==> config.mk <==
export PLATFORM = sky130hd
export DESIGN_NAME = hazard_unit
export DESIGN_NICKNAME = d
export VERILOG_FILES = /design/src/rtl/hazard_unit.sv
export SDC_FILE = /design/constraint.sdc
export NUM_CORES = 1
export LEC_CHECK = 0
export ABC_AREA = 1
export CAP_MARGIN = 0
export CORE_ASPECT_RATIO = 1.5
export CORE_MARGIN = 2
export CORE_UTILIZATION = 60
export CTS_CLUSTER_DIAMETER = 100
export CTS_CLUSTER_SIZE = 8
export DETAILED_ROUTE_END_ITERATION = 7
export DONT_BUFFER_PORTS = 1
export MAX_ROUTING_LAYER = met4
export PLACE_DENSITY = 0.73
export SYNTH_ARGS = -nofsm -noshare
export SYNTH_HDL_FRONTEND = slang
export SYNTH_SLANG_ARGS = --single-unit
==> constraint.sdc <==
create_clock -name clk -period 1.87 [get_ports clk]
set_input_delay 0.0935 -clock clk [delete_from_list [all_inputs] [get_ports clk]]
set_output_delay 0.0935 -clock clk [all_outputs]
set_load 0.01 [all_outputs]
==> src/rtl/hazard_unit.sv <==
// Pipeline hazard controller: operand forwarding selects, load-use stall,
// branch flush, and saturating stall/flush event counters.
module hazard_unit #(
  parameter int CNT_W  = 16,
  parameter int REG_AW = 5
) (
  input  logic              clk,
  input  logic              rst,
  input  logic [REG_AW-1:0] RS1D,
  input  logic [REG_AW-1:0] RS2D,
  input  logic [REG_AW-1:0] RS1E,
  input  logic [REG_AW-1:0] RS2E,
  input  logic [REG_AW-1:0] RDE,
  input  logic              RegWriteE,
  input  logic              ResultSrcE,
  input  logic              PCSrcE,
  input  logic              CntClr,
  output logic [1:0]        ForwardAE,
  output logic [1:0]        ForwardBE,
  output logic              StallF,
  output logic              StallD,
  output logic              FlushD,
  output logic              FlushE,
  output logic [CNT_W-1:0]  StallCnt,
  output logic [CNT_W-1:0]  FlushCnt
);

  localparam logic [REG_AW-1:0] REG_ZERO = {REG_AW{1'b0}};
  localparam logic [CNT_W-1:0]  CNT_ZERO = {CNT_W{1'b0}};
  localparam logic [CNT_W-1:0]  CNT_ONE  = {{(CNT_W-1){1'b0}}, 1'b1};
  localparam logic [CNT_W-1:0]  CNT_MAX  = {CNT_W{1'b1}};

  logic [REG_AW-1:0] rd_m_r;
  logic [REG_AW-1:0] rd_w_r;
  logic              rw_m_r;
  logic              rw_w_r;
  logic              lw_s;

  // Memory stage wins over Writeback; x0 is never forwarded.
  function automatic logic [1:0] fwd_sel(
    input logic [REG_AW-1:0] rs,
    input logic [REG_AW-1:0] rdm,
    input logic              rwm,
    input logic [REG_AW-1:0] rdw,
    input logic              rww
  );
    if (rwm && (rdm != REG_ZERO) && (rdm == rs)) begin
      return 2'b10;
    end else if (rww && (rdw != REG_ZERO) && (rdw == rs)) begin
      return 2'b01;
    end else begin
      return 2'b00;
    end
  endfunction

  // Shadow copy of the Memory/Writeback destination fields; never stalls.
  always_ff @(posedge clk or negedge rst) begin
    if (!rst) begin
      rd_m_r <= REG_ZERO;
      rw_m_r <= 1'b0;
      rd_w_r <= REG_ZERO;
      rw_w_r <= 1'b0;
    end else begin
      rd_m_r <= RDE;
      rw_m_r <= RegWriteE;
      rd_w_r <= rd_m_r;
      rw_w_r <= rw_m_r;
    end
  end

  // Forward selects and stall/flush controls, held at 0 while in reset.
  always_comb begin
    lw_s      = 1'b0;
    ForwardAE = 2'b00;
    ForwardBE = 2'b00;
    StallF    = 1'b0;
    StallD    = 1'b0;
    FlushD    = 1'b0;
    FlushE    = 1'b0;
    if (rst) begin
      lw_s      = ResultSrcE & RegWriteE & (RDE != REG_ZERO) &
                  ((RDE == RS1D) | (RDE == RS2D));
      ForwardAE = fwd_sel(RS1E, rd_m_r, rw_m_r, rd_w_r, rw_w_r);
      ForwardBE = fwd_sel(RS2E, rd_m_r, rw_m_r, rd_w_r, rw_w_r);
      // A taken branch squashes Decode anyway, so it cancels the stall.
      StallF    = lw_s & ~PCSrcE;
      StallD    = lw_s & ~PCSrcE;
      FlushD    = PCSrcE;
      FlushE    = lw_s | PCSrcE;
    end else begin
      lw_s = 1'b0;
    end
  end

  // Saturating event counters; clear takes priority over counting.
  always_ff @(posedge clk or negedge rst) begin
    if (!rst) begin
      StallCnt <= CNT_ZERO;
      FlushCnt <= CNT_ZERO;
    end else if (CntClr) begin
      StallCnt <= CNT_ZERO;
      FlushCnt <= CNT_ZERO;
    end else begin
      if (StallF && (StallCnt != CNT_MAX)) begin
        StallCnt <= StallCnt + CNT_ONE;
      end else begin
        StallCnt <= StallCnt;
      end
      if (PCSrcE && (FlushCnt != CNT_MAX)) begin
        FlushCnt <= FlushCnt + CNT_ONE;
      end else begin
        FlushCnt <= FlushCnt;
      end
    end
  end

endmodule

Yosys cells after proc, flatten, opt, wreduce, memory -nomap -nowiden --
Cells that the tools add are included.
Storage, ports and cells: register bits after elaboration 44, bits of input ports 31, output and inout bits 40, word-level logic and storage cells 49
Operators by class: $add $sub $neg 2, equal/unequal tests 8, muxes and demuxes 13, bitwise logic cells 7, reduce and logical (&&, ||, !) cells 13
Operators with widths (number):
- 16-bit 2-to-1 mux | 4
- 16-bit by 1-bit adder with 16-bit output, second input constant | 2
- 16-bit != test, second input constant | 2
- 5-bit equality test | 6
- 5-bit nonzero test | 3
- 1-bit logical AND | 8
- 2-bit 2-to-1 mux | 4
- 1-bit 2-to-1 mux | 5
- 1-bit AND | 4
- 2-bit nonzero test | 2
- 1-bit OR | 2
- 1-bit inverter | 1

Logic depth before layout (Yosys ltp) --
Gate-level depths: netlist of run 1.
depth after elaboration 8, depth in mapped cells 11, mapped depth without buffers 10

Worst setup path after synthesis of run 1 --
No wires, ideal clock.
path kind register to register, start register FlushCnt[0], end register FlushCnt[15], setup time 0.074 ns, arrival time 1.619 ns, required time 1.796 ns, slack 0.177 ns, cell stages (with the launch flop) 11, buffers on the path 1, period minus slack after synthesis 1.693 ns, cell sequence dfrtp_1 > ha_1 > nand2_1 > nor3_4 > nand3_2 > o21ai_4 > nand2_4 > clkinv_2 > buf_12 > nand2_1 > o21ai_2
Between the ends: longest elaborated chain between the ends 3, elaborated cells between the ends (all ways) 6, classes of those cells 1 x add/sub; 1 x eq/ne; 2 x mux; 2 x reduce/logical
RTL lines:
- start, declared | RTL line 25 | output logic [CNT_W-1:0] FlushCnt
- start signal, assigned | RTL line 110 | FlushCnt <= FlushCnt + CNT_ONE;
- start signal, assigned | RTL line 112 | FlushCnt <= FlushCnt;
- 16-bit by 1-bit adder with 16-bit output or 16-bit != test (tied branches) | RTL line 110, 109
- 16-bit 2-to-1 mux or 1-bit logical AND (tied branches) | RTL line 109 | if (PCSrcE && (FlushCnt != CNT_MAX)) begin
- 16-bit 2-to-1 mux or 2-bit nonzero test (tied branches)
Parallel ways exist; a longest one is shown, timed or not. The select of a mux whose other input is x is not followed. A chain may end at the register's enable or synchronous reset.

Worst setup path in the final report of run 1 --
start register StallCnt[0], end register StallCnt[8]
Between the ends: longest elaborated chain between the ends 3, elaborated cells between the ends (all ways) 6, classes of those cells 1 x add/sub; 1 x eq/ne; 2 x mux; 2 x reduce/logical
RTL lines:
- start, declared | RTL line 24 | output logic [CNT_W-1:0] StallCnt,
- start signal, assigned | RTL line 105 | StallCnt <= StallCnt + CNT_ONE;
- start signal, assigned | RTL line 107 | StallCnt <= StallCnt;
- 16-bit by 1-bit adder with 16-bit output or 16-bit != test (tied branches) | RTL line 105, 104
- 16-bit 2-to-1 mux or 1-bit logical AND (tied branches) | RTL line 104 | if (StallF && (StallCnt != CNT_MAX)) begin
- 16-bit 2-to-1 mux or 2-bit nonzero test (tied branches)
Parallel ways exist; a longest one is shown, timed or not. The select of a mux whose other input is x is not followed.

==> results of run 1 <==
==> worst paths after layout <==
kind,from,to,slack [ns],cells past startpoint
max,StallCnt[0]$_DFFE_PN0P_,StallCnt[8]$_DFFE_PN0P_,0.12,9
min,PCSrcE,FlushCnt[2]$_DFFE_PN0P_,0.07,3
max reg2reg,StallCnt[0]$_DFFE_PN0P_,StallCnt[8]$_DFFE_PN0P_,0.12,9
min reg2reg,rw_m_r$_DFF_PN0_,rw_w_r$_DFF_PN0_,0.38,0
max in group asynchronous,rst,StallCnt[10]$_DFFE_PN0P_,1.34,2
min in group asynchronous,rst,FlushCnt[13]$_DFFE_PN0P_,0.33,2
==> metal layers <==
metal  vias to the layer above  track usage, %  share of wire, %
met2                        82            47.6                51
met4                         0            11.5               3.1
met3                        17            6.22               5.6
met1                      1215            31.3                40
met5                         -               -                 0
li1                       1340               -                 -
==> sequential cells by signal, summed over array words and instances (netlist names) <==
name and count:
rd_m_r 5, FlushCnt 16, rw_m_r 1, StallCnt 16
rw_w_r 1, rd_w_r 5
==> through the flow <==
stage,util [%],instances,setup slack (ns)
detailed placement,67.7,482,0.0594
global placement,67.7,482,0.0895
finish,72.0,498,0.124
CTS,71.7,498,0.0524
floorplan,-,401,0.177
global route,72.0,498,0.000722
==> repair_timing <==
action | CTS | global route
hold endpoints to repair | 72 | 0
hold buffers | 9 | 0
gates resized for setup | 0 | 2
setup endpoints to repair | 0 | 16
==> cells in the mapped netlist <==
library cell	count	share of area [%]
nand2_1	111	14
nor2_1	51	6.6
dfrtp_1	44	38
nand3_1	44	7.6
inv_1	41	5.3
xor2_1	23	7.0
xnor2_1	13	3.9
nor3_1	11	1.9
nand4_1	9	1.9
o21ai_0	6	1.0
o21ai_1	6	1.0
clkbuf_1	4	0.52
nand2_2	4	0.87
a21oi_1	3	0.52
inv_2	3	0.39
o21ai_2	3	0.91
and3_1	2	0.43
buf_4	2	0.52
ha_1	2	0.87
nor3b_1	2	0.52
o22ai_1	2	0.43
a211oi_1	1	0.26
buf_12	1	0.69
buf_2	1	0.17
buf_6	1	0.39
clkinv_1	1	0.13
clkinv_2	1	0.17
nand2_4	1	0.39
nand3_2	1	0.35
nand3b_1	1	0.26
nand4_2	1	0.43
nor3_2	1	0.35
nor3_4	1	0.56
nor4_1	1	0.22
o21ai_4	1	0.56
or2_2	1	0.22
==> cell families (layout without fill, tap and decap cells) <==
| family | after synthesis | after routing |
|---|---|---|
| AND/OR/NAND/NOR | 242 | 242 |
| buffers and inverters | 55 | 88 |
| flip-flops | 44 | 44 |
| XOR/XNOR | 36 | 36 |
| AO/OA/AOI/OAI | 22 | 22 |
| adder cells (fa/ha/maj) | 2 | 2 |
==> critical path, stage by stage, from the launching register on <==
cell and delay (ns):
dfrtp_1 0.36, ha_1 0.19, nand3_1 0.16, nor3_2 0.19, nand3_1 0.11, nand4_2 0.22
buf_4 0.23, inv_1 0.07, nand2_1 0.05, nand2_1 0.05
==> power by group through the flow <==
stage          sequential, uW  combinational [uW]  clock [uW]
6_report                  997                 236         581
3_5_place_dp             1020                 188           0
4_1_cts                   997                 237         585
3_3_place_gp             1020                 184           0
2_1_floorplan            1020                 145           0
5_1_grt                  1000                 269         628
==> cell type report <==
cell class	count	share of cell area (%)
clock buffers	6	2.20
clock inverters	1	0.152
inverters	46	5.28
multi-input cells	302	47.3
flip-flops and latches	44	33.4
well taps	64	2.43
repair buffers	35	9.19
==> impl_metrics.ini, run 1 <==
[run_status]
status = finished, final reports clean

[die]
initial_utilization_pct = 63.1
ios = 71
dieArea_sq_um = 5400
core-area_sq_um = 4580
rows = 30
dieHeight_um = 89.0
die_w_um = 60.7

[timing]
timing.setup.tns_ns = 0
maxSlewHeadroom_pct = 41.8
fin_crit_sh_pct = 93.4
final_max_slew_viol_count = 0
layout_min_cycle_time_ns = 1.75
clock_skew_ns = 0.00766
finalSetupViolCount = 0
rsz0062_at_grt = false
tightestPinTransition_ns = 0.870
fmax_mhz = 573
report.final.hold_viol_count = 0
holdWs_ns = 0.0688

[worst_setup_path]
worst-endpoint-arrival_ns = 1.94
critPathRequiredTime_ns = 2.06
critPathCaptureType = flop
path_class = reg -> reg
path_max_fanout = 11
start_kind = flop

[grt]
grtUsageTotal_pct = 28.0
grt_pass1_vias = 2602
grt_max_degree = 45
grt_pass1_wl_um = 11100
antenna_found_initial = 0
grt-ovfl-total = 0

[synthesis]
yosys_warnings = 0
synth_nets = 434
netlist-cell-type-count = 36
synth_mux_area_share_pct = 0
synthAdderAreaFrac_pct = 0.865
synth_compound_area_share_pct = 4.76
syn_area_per_cell_sq_um = 7.21
synth-xor-area-share_pct = 10.9
yosys_register_bits = 44
synth_top_family_by_area = simple AND/OR/NAND/NOR gates
synth_cells = 401
synth_area_sq_um = 2890
synth-seq-area-share_pct = 38.1
yosys.area_share.simple_pct = 37.1

[power]
seqPwrFrac_pct = 54.9
pwr-share-clk_pct = 32.0
p_switching_uw = 487
leakage_uw = 0.00164
total_power_uw = 1820
powerDensity_nw_per_um2 = 551
swShare_pct = 26.9
internal_power_uw = 1330
vdd_drop_max_mv = 0.484
combPwrFrac_pct = 13.0

[route]
antenna_left = 0
wirelength_um = 6910
drt-initial-drc-count = 141
drt_pass1_iterations = 4
vias = 2654
routedWlPerCell_um = 13.9
post_drt_via_cell_ratio = 5.33
drcViolationCount = 0

[clock_network]
clockRootBuffer = clkbuf_8
cts_setup_buffers = 0
clk_latency_ns = 0.30
cts_buffers = 5
clkSlewWorstSetupHoldPaths_ns = 0.09
cts_sinks = 44
tritoncts = done
clockBufferDepth = 2
htreeDepth = 2

[placed_design]
io_buffers = 0
dpl-instance-area_sq_um = 3100
dpl.hpwl_um = 4970
gp_congestion = 0.903

[cells_and_area]
final_nets = 467
final-seq-area_sq_um = 1100
layout_commonest_cell = nand2_1
n_fill_cell = 403
finalInstanceArea_sq_um = 3300
area_growth_syn_to_layout_pct = 14.0
final_cell_mix = 111 x nand2_1, 51 x nor2_1, 44 x dfrtp_1, 44 x nand3_1, 41 x inv_1
multiInputGateArea_sq_um = 1560
antenna_cells = 0
drive_gt1_share_pct = 12.0

[job]
maxCapViolCount = 0

[hold_path]
hp-class = in -> reg
Note: power is estimated with default switching activity, not from simulation.
==> run 2, diff against run 1 <==
==> constraint.sdc (replaced) <==
create_clock -name clk -period 1.87 [get_ports clk]
set_input_delay 0.374 -clock clk [delete_from_list [all_inputs] [get_ports clk]]
set_output_delay 0.374 -clock clk [all_outputs]
set_load 0.01 [all_outputs]
==> impl_metrics.ini, run 2 (synthesized netlist as in run 1, its figures left out) <==
[run_status]
status = finished, final reports clean

[clock_network]
htreeDepth = 2
cts_sinks = 44
clk_latency_ns = 0.30
cts_buffers = 5
clockRootBuffer = clkbuf_8
tritoncts = done
clockBufferDepth = 2
clkSlewWorstSetupHoldPaths_ns = 0.08

[die]
ios = 71
rows = 30
core-area_sq_um = 4580
initial_utilization_pct = 63.1
dieHeight_um = 89.0
dieArea_sq_um = 5400
die_w_um = 60.7

[cells_and_area]
area_growth_syn_to_layout_pct = 14.2
layout_commonest_cell = nand2_1
antenna_cells = 0
final_cell_mix = 111 x nand2_1, 49 x nor2_1, 44 x nand3_1, 43 x dfrtp_1, 41 x inv_1
drive_gt1_share_pct = 14.0
finish.utilization_pct = 72.1
final_nets = 462
reg_top3 = FlushCnt: 16 flops, StallCnt: 16 flops
fin_cells = 494

[grt]
grt_max_degree = 45
grt_pass1_vias = 2579
grtUsageTotal_pct = 28.5
grt-ovfl-total = 0
antenna_found_initial = 0
grt_pass1_wl_um = 11300

[timing]
timing.setup.tns_ns = 0
final_max_slew_viol_count = 0
clock_skew_ns = 0.00730
rsz0062_at_grt = true
fin_crit_sh_pct = 98.8
maxSlewHeadroom_pct = 68.9
fmax_mhz = 541
finalSetupViolCount = 0
layout_min_cycle_time_ns = 1.85
tightestPinTransition_ns = 0.464
report.final.hold_viol_count = 0

[route]
drcViolationCount = 0
drt_pass1_iterations = 4
drt-initial-drc-count = 174
vias = 2670
routedWlPerCell_um = 14.2
post_drt_via_cell_ratio = 5.40
wirelength_um = 7000
antenna_left = 0

[worst_setup_path]
path_max_fanout = 4
path_class = reg -> out
cpPeakStageDelay_ns = 0.42
cpMaxStageDelayCell = dfrtp_1
start_kind = flop
cp_top_family = simple AND/OR/NAND/NOR gates
worst-endpoint-arrival_ns = 1.47
critPathCaptureType = output port
critPathBufInv = 0
path_cells = xor2_1, nor2_1, nand3_1, nor3_1, and3_1
critPathRequiredTime_ns = 1.50

[placed_design]
gp_congestion = 0.907
io_buffers = 0
dpl.hpwl_um = 5030
dp.cells = 482

[power]
total_power_uw = 1950
vdd_drop_max_mv = 0.536
leakage_uw = 0.00166
powerDensity_nw_per_um2 = 591

[job]
maxCapViolCount = 0

[hold_path]
hp-class = in -> reg
run 2: cell count changes in the layout (fill, tap and decap cells not counted), sizes merged:
| cell | delta |
|---|---|
| buf | +2 |
| bufinv | +1 |
| dlygate4sd3 | -7 |
run 2: layout make-up:
| class | instances | area, sq um |
|---|---|---|
| fill | 402 | 1280 |
| clock buffer | 6 | 72.6 |
| multi-input combinational | 302 | 1590 |
| inverter | 46 | 174 |
| sequential | 44 | 1100 |
| tap | 64 | 80.1 |
| timing repair buffer | 30 | 248 |
| clock inverter | 2 | 35.0 |
run 2: layer usage:
metal / GRT usage (%) / wire length, um / vias to the layer above
li1: - / - / 1333
met3: 7.96 / 413 / 16
met2: 48.6 / 3650 / 82
met1: 30.7 / 2740 / 1239
met5: - / 0 / -
met4: 11.3 / 186 / 0
run 2: per-stage QoR:
stage / cell area, sq um / setup slack, ns / hold slack, ns
final: 3300 / 0.0230 / 0.0917
after global routing: 3300 / -0.0725 / 0.0701
after CTS: 3250 / 0.0496 / 0.0899
after detailed placement: 3100 / 0.0656 / 0.0795
after global placement: 3100 / 0.0751 / 0.0795
after floorplan: 2890 / 0.177 / 0.0784
run 2: power by group:
| group | leakage (uW) | total [uW] | internal [uW] | switching (uW) |
|---|---|---|---|---|
| Sequential | 0.000582 | 997 | 976 | 21.7 |
| Combinational | 0.00102 | 225 | 91.4 | 134 |
| Clock | 0.0000552 | 729 | 397 | 332 |
| Total | 0.00166 | 1950 | 1460 | 488 |
run 2: what timing repair did:
| item | CTS | global route |
|---|---|---|
| resized for setup | 0 | 11 |
| endpoints found under the hold margin | 44 | 0 |
| buffers inserted | 0 | 2 |
| hold buffers | 2 | 0 |
| setup endpoints to repair | 0 | 22 |
run 2: worst paths after layout:
check                      slack, ns  cells after the start               startpoint                       end
min reg2reg                     0.39                      0         rw_m_r$_DFF_PN0_          rw_w_r$_DFF_PN0_
min in group asynchronous       0.57                      2                      rst       rd_w_r[2]$_DFF_PN0_
max                             0.02                      5      rd_w_r[3]$_DFF_PN0_              ForwardAE[0]
min                             0.09                      0                   RDE[1]       rd_m_r[1]$_DFF_PN0_
max reg2reg                     0.15                      9  FlushCnt[0]$_DFFE_PN0P_  FlushCnt[15]$_DFFE_PN0P_
max in group asynchronous       1.08                      2                      rst  StallCnt[15]$_DFFE_PN0P_
==> run 3, diff against run 2 <==
Settings changed: CELL_PAD_IN_SITES_DETAIL_PLACEMENT set to 1, CELL_PAD_IN_SITES_GLOBAL_PLACEMENT set to 1, CORE_UTILIZATION 60 to 45, PLACE_DENSITY 0.73 to 0.76.
==> impl_metrics.ini, run 3 (synthesized netlist as in run 1, its figures left out) <==
[route]
drcViolationCount = 0
routedWlPerCell_um = 16.8
vias = 2767
drt-initial-drc-count = 67
post_drt_via_cell_ratio = 5.44
wirelength_um = 8560
drt_pass1_iterations = 4
antenna_left = 0

[cells_and_area]
final_cell_mix = 110 x nand2_1, 50 x nor2_1, 44 x dfrtp_1, 44 x nand3_1, 41 x inv_1
fin_cells = 509
n_fill_cell = 827
layout_commonest_cell = nand2_1
final_nets = 467
area_growth_syn_to_layout_pct = 15.1
antenna_cells = 0
reg_top3 = FlushCnt: 16 flops, StallCnt: 16 flops
drive_gt1_share_pct = 15.2

[timing]
fin_ws_ns = -0.113
layout_min_cycle_time_ns = 1.98
maxSlewHeadroom_pct = 69.6
rsz0062_at_grt = true
fmax_mhz = 504
finalSetupViolCount = 2
clock_skew_ns = 0.0101
timing.setup.tns_ns = -0.159
fin_crit_sh_pct = 106
report.final.hold_viol_count = 0
final_max_slew_viol_count = 0
tightestPinTransition_ns = 0.453

[worst_setup_path]
worstSetupStartpoint = rd_w_r[1]$_DFF_PN0_
r2r_slack_ns = 0.17
path_max_fanout = 3
worstSetupEndpoint = ForwardBE[0]
critPathRequiredTime_ns = 1.50
r2r-start = FlushCnt[1]$_DFFE_PN0P_
start_kind = flop
reg2regPathDepth = 9
timing.rr.end = FlushCnt[15]$_DFFE_PN0P_
path_class = reg -> out
critPathCaptureType = output port
worst-endpoint-arrival_ns = 1.61

[die]
initial_utilization_pct = 46.8
core-area_sq_um = 6170
dieHeight_um = 102
rows = 35
ios = 71
dieArea_sq_um = 7100
die_w_um = 69.5

[power]
leakage_uw = 0.00166
total_power_uw = 1870
vdd_drop_max_mv = 0.374
powerDensity_nw_per_um2 = 563

[clock_network]
clk_latency_ns = 0.31
clockBufferDepth = 2
cts_buffers = 5
tritoncts = done
htreeDepth = 2
clockRootBuffer = clkbuf_8
cts_sinks = 44
clkSlewWorstSetupHoldPaths_ns = 0.08

[run_status]
violations = setup timing
status = finished, violations left

[job]
maxCapViolCount = 0

[placed_design]
gp_congestion = 0.855
dpl.hpwl_um = 6500
dp.cells = 497
io_buffers = 0

[hold_path]
hp-class = in -> reg

[grt]
grt_max_degree = 45
grt_pass1_vias = 3033
grt-ovfl-total = 0
grtUsageTotal_pct = 25.8
antenna_found_initial = 0
grt_pass1_wl_um = 14000
[run 3: worst max-delay path, stage by stage, from the launching register on]
cell	delay, ns
dfrtp_1	0.39
inv_1	0.09
nand3_1	0.14
o21ai_1	0.13
nor4_1	0.29
and3_1	0.27
[run 3: how the worst min path moves through the flow]
| stage | cells after the start | to | startpoint |
|---|---|---|---|
| 2_1_floorplan | 0 | FlushCnt[0]$_DFFE_PN0P_ | rst |
| 3_3_place_gp | 0 | rd_w_r[1]$_DFF_PN0_ | rst |
| 3_5_place_dp | 0 | rd_w_r[1]$_DFF_PN0_ | rst |
| 4_1_cts | 0 | rw_m_r$_DFF_PN0_ | RegWriteE |
| 5_1_grt | 0 | rd_m_r[0]$_DFF_PN0_ | RDE[0] |
| 6_report | 0 | rw_m_r$_DFF_PN0_ | RegWriteE |
[run 3: metrics by stage]
stage          util, %  setup slack, ns  instance area (sq um)  hold WS (ns)
4_1_cts           53.3           0.0179                   3290        0.0824
6_report          53.9           -0.113                   3330        0.0937
3_3_place_gp      51.0            0.111                   3150        0.0798
5_1_grt           53.9           -0.235                   3330        0.0739
3_5_place_dp      51.0           0.0342                   3150        0.0800
2_1_floorplan        -            0.177                   2890        0.0784
[run 3: where the power goes]
group	internal (uW)	switching (uW)	leakage (uW)
Clock	296	347	0.0000510
Combinational	91.5	143	0.00103
Sequential	976	21.5	0.000583
[run 3: final cells by class]
class	count	area, sq um	share of cell area [%]
Clock buffer	6	82.6	2.48
Clock inverter	2	10.0	0.301
Inverter	46	174	5.22
Multi-Input combinational cell	302	1580	47.5
Sequential cell	44	1100	33.1
Tap cell	74	92.6	2.78
Timing Repair Buffer	35	289	8.68
[run 3: layer usage]
layer / global-route usage [%] / part of all wire [%] / vias to the layer above / routed length, um
met3: 3.85 / 4.3 / 19 / 365
met2: 50.0 / 55 / 67 / 4740
met5: - / 0 / - / 0
li1: - / - / 1337 / -
met4: 9.35 / 3.0 / 0 / 253
met1: 26.0 / 37 / 1344 / 3200
[run 3: timing repair]
action	in CTS	in global routing
buffers inserted	1	1
hold endpoints to repair	44	0
endpoints found under the setup margin	2	20
hold buffers	2	0
resized for setup	1	9
